===== src/rtl/disp_scan_ctrl_if.sv =====
// disp_scan_ctrl_if: source/config inputs and digit-drive outputs of the display scan controller
interface disp_scan_ctrl_if;
  logic        enable;
  logic [31:0] data_in;
  logic [1:0]  page_mode;
  logic [3:0]  dp_mask;
  logic [3:0]  LEDSEL;
  logic [7:0]  LEDOUT;
  logic        page_out;
  logic        frame_tick;
  modport master (output enable, data_in, page_mode, dp_mask, input LEDSEL, LEDOUT, page_out, frame_tick);
  modport slave (input enable, data_in, page_mode, dp_mask, output LEDSEL, LEDOUT, page_out, frame_tick);
endinterface


===== src/rtl/disp_scan_ctrl.sv =====
// disp_scan_ctrl: 4-digit 7-segment scan with blanking gaps, frame-coherent snapshot and page rotation
// Define LZ_BLANK_EN to suppress leading zeros on digits 3..1.
module disp_scan_ctrl #(
  parameter int DWELL_CYC   = 5,
  parameter int BLANK_CYC   = 1,
  parameter int PAGE_FRAMES = 800
) (
  input logic clk,
  input logic rst,
  disp_scan_ctrl_if.slave bus
);
  localparam int CMAX = DWELL_CYC > BLANK_CYC ? DWELL_CYC : BLANK_CYC;
  localparam int CW = $clog2(CMAX + 1);
  localparam int FW = $clog2(PAGE_FRAMES + 1);
  localparam logic [6:0] SEG [16] = '{7'h40, 7'h79, 7'h24, 7'h30, 7'h19, 7'h12, 7'h02, 7'h78,
                                      7'h00, 7'h10, 7'h08, 7'h03, 7'h46, 7'h21, 7'h06, 7'h0E};
  typedef enum logic [1:0] {IDLE, LOAD, DRIVE, BLANK} state_t;
  state_t state, ns;
  logic [1:0] digit, ndig;
  logic [CW-1:0] cnt, ncnt;
  logic [FW-1:0] fcnt;
  logic [31:0] snap;
  logic [15:0] cur;
  logic [3:0] nib;
  logic last, lz;
  always_comb begin
    ns = state;
    ndig = digit;
    ncnt = '0;
    last = state == DRIVE ? cnt == CW'(DWELL_CYC - 1) : cnt == CW'(BLANK_CYC - 1);
    if (!bus.enable) ns = IDLE;
    else if (state == IDLE) ns = LOAD;
    else if (state == LOAD) begin
      ns = DRIVE;
      ndig = '0;
    end else if (!last) ncnt = cnt + 1'b1;
    else if (state == DRIVE && BLANK_CYC != 0) ns = BLANK;
    else begin
      ns = digit == 2'd3 ? LOAD : DRIVE;
      ndig = digit + 2'd1;
    end
    // Output registers are loaded from the next state, so snapshot/page are already valid here
    cur = bus.page_out ? snap[31:16] : snap[15:0];
    nib = cur[{ndig, 2'b00} +: 4];
`ifdef LZ_BLANK_EN
    lz = ndig != 2'd0 && (cur >> {ndig, 2'b00}) == 16'h0;
`else
    lz = 1'b0;
`endif
  end
  always_ff @(posedge clk or negedge rst) begin
    if (!rst) begin
      state <= IDLE;
      digit <= '0;
      cnt <= '0;
      fcnt <= '0;
      snap <= '0;
      bus.page_out <= 1'b0;
      bus.LEDSEL <= 4'hF;
      bus.LEDOUT <= 8'hFF;
      bus.frame_tick <= 1'b0;
    end else begin
      state <= ns;
      digit <= ndig;
      cnt <= ncnt;
      bus.LEDSEL <= ns == DRIVE ? ~(4'b0001 << ndig) : 4'hF;
      bus.LEDOUT <= ns == DRIVE ? {~bus.dp_mask[ndig], lz ? 7'h7F : SEG[nib]} : 8'hFF;
      bus.frame_tick <= ns == DRIVE && ndig == 2'd3 && ncnt == CW'(DWELL_CYC - 1);
      if (ns == LOAD) begin
        snap <= bus.data_in;
        if (!bus.page_mode[1]) begin
          bus.page_out <= bus.page_mode[0];
          fcnt <= '0;
        end else if (fcnt >= FW'(PAGE_FRAMES)) begin
          bus.page_out <= ~bus.page_out;
          fcnt <= FW'(1);
        end else fcnt <= fcnt + 1'b1;
      end
    end
  end
endmodule


===== src/flat_wrapper.sv =====
// flat-port wrapper written by rule: the top's interface ports become plain ports
module disp_scan_ctrl_flat 
#(
  parameter int DWELL_CYC   = 5,
  parameter int BLANK_CYC   = 1,
  parameter int PAGE_FRAMES = 800
)
  (clk, rst, bus_enable, bus_data_in, bus_page_mode, bus_dp_mask, bus_LEDSEL, bus_LEDOUT, bus_page_out, bus_frame_tick);
  disp_scan_ctrl_if bus_i ();
  input logic clk;
  input logic rst;
  input wire logic [$bits(bus_i.enable)-1:0] bus_enable;
  input wire logic [$bits(bus_i.data_in)-1:0] bus_data_in;
  input wire logic [$bits(bus_i.page_mode)-1:0] bus_page_mode;
  input wire logic [$bits(bus_i.dp_mask)-1:0] bus_dp_mask;
  output wire logic [$bits(bus_i.LEDSEL)-1:0] bus_LEDSEL;
  output wire logic [$bits(bus_i.LEDOUT)-1:0] bus_LEDOUT;
  output wire logic [$bits(bus_i.page_out)-1:0] bus_page_out;
  output wire logic [$bits(bus_i.frame_tick)-1:0] bus_frame_tick;
  assign bus_i.enable = bus_enable;
  assign bus_i.data_in = bus_data_in;
  assign bus_i.page_mode = bus_page_mode;
  assign bus_i.dp_mask = bus_dp_mask;
  assign bus_LEDSEL = bus_i.LEDSEL;
  assign bus_LEDOUT = bus_i.LEDOUT;
  assign bus_page_out = bus_i.page_out;
  assign bus_frame_tick = bus_i.frame_tick;
  disp_scan_ctrl #(.DWELL_CYC(DWELL_CYC), .BLANK_CYC(BLANK_CYC), .PAGE_FRAMES(PAGE_FRAMES)) u_core (.clk(clk), .rst(rst), .bus(bus_i));
endmodule

===== config.mk =====
export PLATFORM = sky130hd
export DESIGN_NAME = disp_scan_ctrl_flat
export DESIGN_NICKNAME = d
export VERILOG_FILES = /design/src/rtl/disp_scan_ctrl_if.sv /design/src/rtl/disp_scan_ctrl.sv /design/src/flat_wrapper.sv
export SDC_FILE = /design/constraint.sdc
export NUM_CORES = 1
export LEC_CHECK = 0
export CELL_PAD_IN_SITES_DETAIL_PLACEMENT = 2
export CELL_PAD_IN_SITES_GLOBAL_PLACEMENT = 2
export CORE_MARGIN = 2
export CORE_UTILIZATION = 35
export DETAILED_ROUTE_END_ITERATION = 12
export GPL_ROUTABILITY_DRIVEN = 0
export MAX_ROUTING_LAYER = met4
export PLACE_DENSITY = 0.89
export SKIP_CTS_REPAIR_TIMING = 1
export SYNTH_ARGS = -nofsm -noshare
export SYNTH_HDL_FRONTEND = slang
export SYNTH_SLANG_ARGS = --single-unit

===== constraint.sdc =====
create_clock -name clk -period 4.8 [get_ports clk]
set_input_delay 0.72 -clock clk [delete_from_list [all_inputs] [get_ports clk]]
set_output_delay 0.72 -clock clk [all_outputs]
set_load 0.05 [all_outputs]

Word-level counts from Yosys, hierarchy flattened

Memory sizes are Yosys's and may differ from the RTL's.
Cells that the tools add are included.

Flip-flop bits (word level): 63
Memory bits (read-only): 112
Bits of input ports: 41
Output and inout bits: 14
Memories kept: 1

Memories:

| name             | words | width | read ports | clocked after memory_dff | wr ports | line                 | RTL |
|---|---|---|---|---|---|---|---|
| (name not given) | 16    | 7     | 1          | 0                        | 0        | disp_scan_ctrl.sv:67 | `bus.LEDOUT <= ns == DRIVE ? {~bus.dp_mask[ndig], lz ? 7'h7F : SEG[nib]} : 8'hFF;` |

$add $sub $neg: 3
$lt $le $gt $ge: 3
Equality and inequality tests: 9
Shift-type cells: 2
Muxes and demuxes: 27
Bitwise logic cells: 4
Reduce and logical (&&, ||, !) cells: 5

Operators by type and width:

| cell                                                        | number |
|---|---|
| two-way mux 2 bit                                           | 11 |
| two-way mux 10 bit                                          | 2 |
| two-way mux 16 bit                                          | 1 |
| variable part select 16 x 5 -> 4 bit                        | 1 |
| two-way mux 7 bit                                           | 2 |
| two-way mux 3 bit                                           | 4 |
| adder 10 x 1 -> 10 bit (second input constant)              | 1 |
| >= comparator 10 bit (second input constant)                | 1 |
| == test 2 bit (second input constant)                       | 4 |
| two-way mux 8 bit                                           | 1 |
| == test 3 bit (second input constant)                       | 2 |
| >= comparator 5 bit (second input constant)                 | 1 |
| NOT 4 -> 5 bit                                              | 1 |
| == test 2 x 1 -> 1 bit (second input constant)              | 2 |
| two-way mux 1 bit                                           | 4 |
| two-way mux 4 bit                                           | 1 |
| NOT 4 bit                                                   | 1 |
| left shift 1 x 2 -> 4 bit (first input constant)            | 1 |
| adder 3 x 1 -> 3 bit (second input constant)                | 1 |
| logical NOT 3 bit                                           | 1 |
| less-than comparator 2 x 3 -> 1 bit (second input constant) | 1 |
| adder 2 x 1 -> 2 bit (second input constant)                | 1 |
| binary-select mux 1 bit (select 2 bit)                      | 1 |
| logical AND 1 bit                                           | 2 |
| other kinds (4)                                             | 5 |

Depth between registers and ports, before layout

Gate-level depths: netlist (run 1).

Depth after elaboration: 12
Depth in mapped cells: 16
Gate-level depth less buffers: 13

Worst setup path after synthesis (run 1)

OpenSTA, ideal clock, no wires.

Path type: input to register
Start: input port bus_enable
End: register u_core.bus.LEDOUT[3]
Library setup time: 103 ps
Data arrival time: 3172 ps
Required time: 4697 ps
Slack: 1525 ps
Stages: 14
Path buffers: 3
Path through: nand2_2 -> or4_1 -> buf_2 -> and2_1 -> buf_6 -> clkinv_4 -> buf_4 -> a2111oi_0 -> nor4_2 -> inv_1 -> ha_1 -> o21ai_0 -> o211ai_1 -> o311ai_2

Word-level cells in the longest chain between the ends: 7
Elaborated cells between the ends (all ways): 9

RTL lines:

| item                                                 | line                    | RTL |
|---|---|---|
| start, declared                                      | flat_wrapper.sv:12      | `input wire logic [$bits(bus_i.enable)-1:0] bus_enable;` |
| two-way mux 2 bit                                    | disp_scan_ctrl.sv:31    | `if (!bus.enable) ns = IDLE;` |
| via u_core.ndig[0]                                   | disp_scan_ctrl.sv:19    | `logic [1:0] digit, ndig;` |
| variable part select 16 x 5 -> 4 bit                 | disp_scan_ctrl.sv:44    | `nib = cur[{ndig, 2'b00} +: 4];` |
| NOT 4 -> 5 bit (not written as such)                 | disp_scan_ctrl.sv:67    |  |
| memory (16 x 7 bit)                                  | -                       |  |
| two-way mux 7 bit (not written as such) (2 in a row) | disp_scan_ctrl.sv:67    |  |
| two-way mux 8 bit                                    | disp_scan_ctrl.sv:67    |  |
| end signal, assigned                                 | disp_scan_ctrl.sv:67    |  |
| end, declared                                        | disp_scan_ctrl_if.sv:12 | `modport slave (input enable, data_in, page_mode, dp_mask, output LEDSEL, LEDOUT, page_out, frame_tick);` |

The timed path passes the listed nets, and every way through them passes these cells. The select of a mux whose other input is x is not followed.
A chain may end at the register's enable or synchronous reset.

Worst setup path after layout (run 1)

Start: register u_core.cnt[0]
End: register u_core.bus.LEDOUT[3]

Word-level cells in the longest chain between the ends: 12
Elaborated cells between the ends (all ways): 18

RTL lines:

| item                                                      | line                 | RTL |
|---|---|---|
| start, declared                                           | disp_scan_ctrl.sv:20 | `logic [CW-1:0] cnt, ncnt;` |
| start signal, assigned                                    | disp_scan_ctrl.sv:65 | `cnt <= ncnt;` |
| == test 3 bit / logical NOT 3 bit (equally long branches) | disp_scan_ctrl.sv:30 | `last = state == DRIVE ? cnt == CW'(DWELL_CYC - 1) : cnt == CW'(BLANK_CYC - 1);` |
| two-way mux 1 bit *                                       | disp_scan_ctrl.sv:30 |  |
| two-way mux 2 bit                                         | disp_scan_ctrl.sv:36 | `end else if (!last) ncnt = cnt + 1'b1;` |
| two-way mux 2 bit                                         | disp_scan_ctrl.sv:33 | `else if (state == LOAD) begin` |
| two-way mux 2 bit                                         | disp_scan_ctrl.sv:32 | `else if (state == IDLE) ns = LOAD;` |
| two-way mux 2 bit                                         | disp_scan_ctrl.sv:31 |  |
| variable part select 16 x 5 -> 4 bit                      | disp_scan_ctrl.sv:44 |  |
| NOT 4 -> 5 bit (not written as such)                      | disp_scan_ctrl.sv:67 |  |
| memory (16 x 7 bit)                                       | -                    |  |
| two-way mux 7 bit (not written as such) (2 in a row)      | disp_scan_ctrl.sv:67 |  |
| two-way mux 8 bit *                                       | disp_scan_ctrl.sv:67 |  |

Mark *: on every way between the ends. The rest lies on a longest branch, timed or not. The select of a mux whose other input is x is not followed.

==> flow_summary.toml, run 1 <==
[timing]
report.final.slew_viol_count = 0
rsz0062_at_grt = "false"
worst_pin_slew_ns = 1.09
finClkSkew_ns = 0.0129
finalWorstSetupSlack_ns = 0.715
finalSetupViolations = 0
max_slew_margin = 0.265
hold_violations = 0
min_period_ns = 4.08
whs_ns = 0.472
finalCritPeriodShare = 0.851
setup_tns_ns = 0
max_freq_mhz = 245

[critical_path]
cp_cell_sequence = "inv_1 > ha_1 > nor2b_1 > a2bb2oi_1 > and2_1 > clkinv_4 > a2111oi_0 > nor4_2 > inv_1 > ha_1 > o21ai_0 > o211ai_1 > o311ai_2"
cp-end-kind = "flop"
path_class = "flop to flop"
slowest_stage = "a2bb2oi_1"
slowest_delay_ns = 0.67
path_max_fanout = 15
path_buf_inv = 3
cp.required_ns = 5.07
cp_data_arrival_time_ns = 4.35
path_delay_family = "compound AO/OA/AOI/OAI gates"
startpoint_type = "flop"

[route]
ant_nets = 0
wl_mm = 9.87
vias = 2769
dr.pass1.iters = 4
drt_iter0_drc = 94
routedWlPerCell_um = 18.8
drc = 0
viasPerCell = 5.28

[die]
io_pins = 55
row_count = 35
dieArea_um2 = 10000
start_util = 0.354
fp.dieH_um = 100
die_x_um = 100
core_um2 = 9110

[pwr]
p_clk_frac = 0.256
leakagePower_nw = 1.89
seqPwrFrac = 0.354
combinationalPowerShare = 0.390
switching_share = 0.405
ir_drop_v = 0.000140
intPower_w = 0.00123
p_switching_w = 0.000834
power.density_nw_per_um2 = 508

[clock_tree]
cts_buffers = 9
htreeDepth = 3
clock_sinks = 63
clockRootBuffer = "clkbuf_8"
clkTransAtPathRegs_ns = 0.08
cts.path.max_buffers = 2
clock_latency_ns = 0.36
cts_tree = "done"

[placement]
place_ws_ns = 0.467
dp.cells = 508
hpwl_mm = 6.41
portBuffers = 54

[global_routing]
grt_max_degree = 64
grtUsageTotal = 0.224
grt_overflow = 0
antenna_found_initial = 0
grt_pass1_vias = 3169
grt_pass1_wl_mm = 16.7

[final_layout]
antennaDiodeCount = 0
fin_cells = 524
drive_above_1_share = 0.102
fillers = 1005
area_growth_pct = 25.8
nets = 461

[synth]
synthArstFlopShare = 1.00
synth_area_leaders = "dfrtp_1 40%, nand2_1 14%, dfstp_2 9.8%"
syn_area_um2 = 3220
yosysTopAreaCell = "dfrtp_1"
ys_types = 42
synthCells = 357
yosys_warnings = 0
syn_nets = 410
synth_top_flop_cell = "dfrtp_1"
synth-edff-count = 0
synthTopCellsByCount = "116 x nand2_1, 51 x dfrtp_1, 20 x nand3_1"
syn_area_per_cell_um2 = 9.03
yosysMostFrequentCell = "nand2_1"
synth-seq-cells = 63
synth_top_area_frac = 0.396
ys_seq_area_frac = 0.494

[run]
cap_viol_max_count = 0

[status]
outcome = "finished clean"

[min_path]
min_path_type = "flop to flop"
-- path summary, 6_finish.rpt --
| check | from | end | slack [ns] | cells after the start |
|---|---|---|---|---|
| max in group asynchronous | rst | u_core.snap[6] | 3.73 | 2 |
| worst min-delay path | u_core.cnt[0] | u_core.cnt[0] | 0.47 | 1 |
| worst max register to register | u_core.cnt[0] | u_core.bus.LEDOUT[3] | 0.72 | 13 |
| min in group asynchronous | rst | u_core.cnt[1] | 0.54 | 2 |
| worst min register to register | u_core.cnt[0] | u_core.cnt[0] | 0.47 | 1 |
| worst max-delay path | u_core.cnt[0] | u_core.bus.LEDOUT[3] | 0.72 | 13 |
-- worst reg2reg max path, delay by kind of cell, from the launching register on --
| kind | cells | cell delay [ns] |
|---|---|---|
| AOI/OAI and AO/OA | 5 | 1.69 |
| buffers and inverters | 3 | 0.46 |
| and+or+nand+nor | 3 | 0.92 |
| adders and majority gates | 2 | 0.52 |
| DFF | 1 | 0.41 |
-- routing by layer --
metal  up-vias  track usage  routed length, um
li1       1304            -                  -
met1      1390        0.273               4340
met2        60        0.367               4970
met3        15       0.0369                330
met4         0       0.0980                236
met5         -            -                  0
-- placed cells by master, fill, tap and decap left out, drive strengths merged, types with 2 or more instances in the layout --
master / count
nand3: 20
nand2b: 2
o221ai: 2
o211ai: 4
a2bb2oi: 2
dfrtp: 51
and3: 12
nand4: 3
clkinvlp: 2
clkdlybuf4s50: 53
clkinv: 4
inv: 11
mux2i: 14
a211oi: 4
a2111oi: 4
nor2: 17
clkbuf: 9
or3: 4
or4: 2
xor2: 4
mux2: 3
o21ai: 17
ha: 12
and2: 2
nand2: 117
o311ai: 2
dfstp: 12
buf: 6
nor3: 2
a21oi: 5
bufinv: 2
-- flip-flops by register name (all words and copies together) (netlist names) --
register,cells
u_core.snap,32
u_core.bus.page_out,1
u_core.bus.LEDSEL,4
u_core.cnt,3
u_core.bus.LEDOUT,8
u_core.fcnt,10
u_core.state,2
u_core.digit,2
u_core.bus.frame_tick,1
-- power by group through the flow --
stage               clock network (W)  registers [W]  logic [W]
CTS                          0.000541       0.000730   0.000810
finish                       0.000528       0.000729   0.000805
global route                 0.000560       0.000745   0.000880
detailed placement                  0       0.000735   0.000773
global placement                    0       0.000729   0.000726
floorplan                           0       0.000773   0.000501
-- cell type report --
class / count / area, um2 / share of cell area
clock buffer: 9 / 124 / 0.0305
clock inverter: 7 / 97.6 / 0.0241
inverter: 12 / 50.0 / 0.0123
multi-input combinational: 263 / 1480 / 0.365
sequential: 63 / 1590 / 0.392
tap: 111 / 139 / 0.0342
timing repair buffer: 59 / 573 / 0.141
-- kinds of logic after synthesis --
logic type | count (synthesis) | synth area share
muxes | 17 | 0.0539
AOI/OAI and AO/OA | 45 | 0.0970
DFF | 63 | 0.494
buffers and inverters | 31 | 0.0466
xor gates and xnor gates | 5 | 0.0136
adders and majority gates | 12 | 0.0466
and+or+nand+nor | 184 | 0.249
-- metrics by stage --
stage               cell area (um2)  power, W  utilization
CTS                            4060   0.00208        0.445
global route                   4060   0.00219        0.445
finish                         4060   0.00206        0.445
detailed placement             3840   0.00151        0.421
floorplan                      3220   0.00127            -
global placement               3840   0.00145        0.421
No activity file was read; power rests on OpenSTA's default activity.
==> run 2: changes to the inputs <==
--- a/config.mk
+++ b/config.mk
@@ -12,7 +12,7 @@
 export DETAILED_ROUTE_END_ITERATION = 12
 export GPL_ROUTABILITY_DRIVEN = 0
 export MAX_ROUTING_LAYER = met4
-export PLACE_DENSITY = 0.89
+export PLACE_DENSITY_LB_ADDON = 0.1
 export SKIP_CTS_REPAIR_TIMING = 1
 export SYNTH_ARGS = -nofsm -noshare
 export SYNTH_HDL_FRONTEND = slang
==> flow_summary.toml, run 2 (synthesis results as in run 1) <==
[status]
outcome = "finished clean"

[critical_path]
rr_worst_depth = 13
regToRegStartpoint = "u_core.cnt[0]"
startpoint_type = "input port"
r2r-end = "u_core.bus.LEDOUT[3]"
cp-end-kind = "flop"
path_class = "input port to flop"
path_max_fanout = 15
cp.required_ns = 5.05
cp_data_arrival_time_ns = 4.32
r2r_slack_ns = 0.98

[min_path]
min_path_type = "flop to flop"
whs_path_depth = 2
holdCritStartpoint = "u_core.snap[8]"
min_to = "u_core.snap[8]"

[die]
dieArea_um2 = 10000
io_pins = 55
die_x_um = 100
start_util = 0.354
row_count = 35
fp.dieH_um = 100
core_um2 = 9110

[placement]
dp.cells = 507
portBuffers = 54
dpl_cell_area_um2 = 3830
hpwl_mm = 6.43

[route]
wl_mm = 9.03
ant_nets = 0
vias = 2736
drc = 0
viasPerCell = 5.23
drt_iter0_drc = 42
routedWlPerCell_um = 17.3
dr.pass1.iters = 4

[timing]
finClkSkew_ns = 0.00941
hold_violations = 0
max_slew_margin = 0.402
finalSetupViolations = 0
max_freq_mhz = 246
finalCritPeriodShare = 0.848
worst_pin_slew_ns = 0.886
min_period_ns = 4.07
setup_tns_ns = 0
report.final.slew_viol_count = 0
rsz0062_at_grt = "false"

[clock_tree]
htreeDepth = 3
cts_tree = "done"
cts.path.max_buffers = 2
clock_sinks = 63
clock_latency_ns = 0.35
clockRootBuffer = "clkbuf_8"
cts_buffers = 9
clkTransAtPathRegs_ns = 0.07

[pwr]
power.density_nw_per_um2 = 510
p_switching_w = 0.000789
total_power_w = 0.00208
intPower_w = 0.00129
seqPwrFrac = 0.350
p_clk_frac = 0.279
leakagePower_nw = 1.89
combinationalPowerShare = 0.371
ir_drop_v = 0.000156
switching_share = 0.380

[final_layout]
layout_common_cells = "116 x nand2_1, 53 x clkdlybuf4s50_1, 51 x dfrtp_1"
reg_top3 = "u_core.snap x32, u_core.fcnt x10, u_core.bus.LEDOUT x8"
antennaDiodeCount = 0
fin_cells = 523
area_growth_pct = 26.4
mostFrequentLayoutCell = "nand2_1"
top_register = "u_core.snap"
nets = 460
fillers = 1045
final_cell_area_um2 = 4080
largest_register_ffs = 32
drive_above_1_share = 0.0971

[global_routing]
grtUsageTotal = 0.201
antenna_found_initial = 0
grt_overflow = 0
grt_pass1_vias = 2980
grt_max_degree = 64
grt_pass1_wl_mm = 15.1

[run]
cap_viol_max_count = 0
## run 2: changes by cell type in the layout (fill, tap and decap cells not counted), sizes merged
cell,before,now
clkbuf,9,11
clkinv,4,1
bufinv,2,3
buf,6,5
## run 2: cell type report
type,count,area (um2),area share
clock inverters,5,105,0.0258
multi-input cells,263,1480,0.364
clock buffers,11,141,0.0347
repair buffers,58,566,0.139
flip-flops and latches,63,1590,0.391
well taps,111,139,0.0341
inverters,12,50.0,0.0123
## run 2: how the worst max path moves through the flow
stage | startpoint | end | slack, ns | cells past startpoint
6_report | bus_enable | u_core.bus.LEDOUT[3] | 0.73 | 12
5_1_grt | bus_enable | u_core.bus.LEDOUT[3] | 0.39 | 12
4_1_cts | bus_enable | u_core.bus.LEDOUT[3] | 0.73 | 12
3_5_place_dp | bus_enable | u_core.bus.LEDOUT[3] | 0.49 | 12
3_3_place_gp | bus_enable | u_core.bus.LEDOUT[3] | 0.64 | 12
2_1_floorplan | bus_enable | u_core.bus.LEDOUT[3] | 1.52 | 14
## run 2: critical path, cell delays in order
cell and delay, ns:
clkdlybuf4s50_1 0.61, nand2_2 0.12, or4_1 0.62, and2_1 0.32
clkinv_4 0.15, a2111oi_0 0.14, nor4_2 0.69, inv_1 0.24
ha_1 0.36, o21ai_0 0.10, o211ai_1 0.11, o311ai_2 0.12
## run 2: metal layers
metal | routed length, um | up-vias | share of wire | track usage
met3 | 280 | 14 | 0.031 | 0.0376
met5 | 0 | - | 0 | -
met4 | 176 | 0 | 0.019 | 0.0664
met1 | 4040 | 1379 | 0.45 | 0.246
li1 | - | 1296 | - | -
met2 | 4540 | 47 | 0.50 | 0.336
## run 2: power by group through the flow
stage	combinational [W]	clock (W)	sequential, W
after detailed placement	0.000766	0	0.000739
after global placement	0.000737	0	0.000735
after global routing	0.000860	0.000619	0.000742
after floorplan	0.000501	0	0.000773
after CTS	0.000780	0.000595	0.000729
final	0.000771	0.000580	0.000727
## run 2: metrics by stage
stage / util / setup WS, ns / hold WS [ns]
after floorplan: - / 1.52 / 0.424
after global placement: 0.420 / 0.645 / 0.454
after detailed placement: 0.420 / 0.485 / 0.461
after CTS: 0.447 / 0.734 / 0.479
after global routing: 0.447 / 0.390 / 0.496
final: 0.447 / 0.728 / 0.477
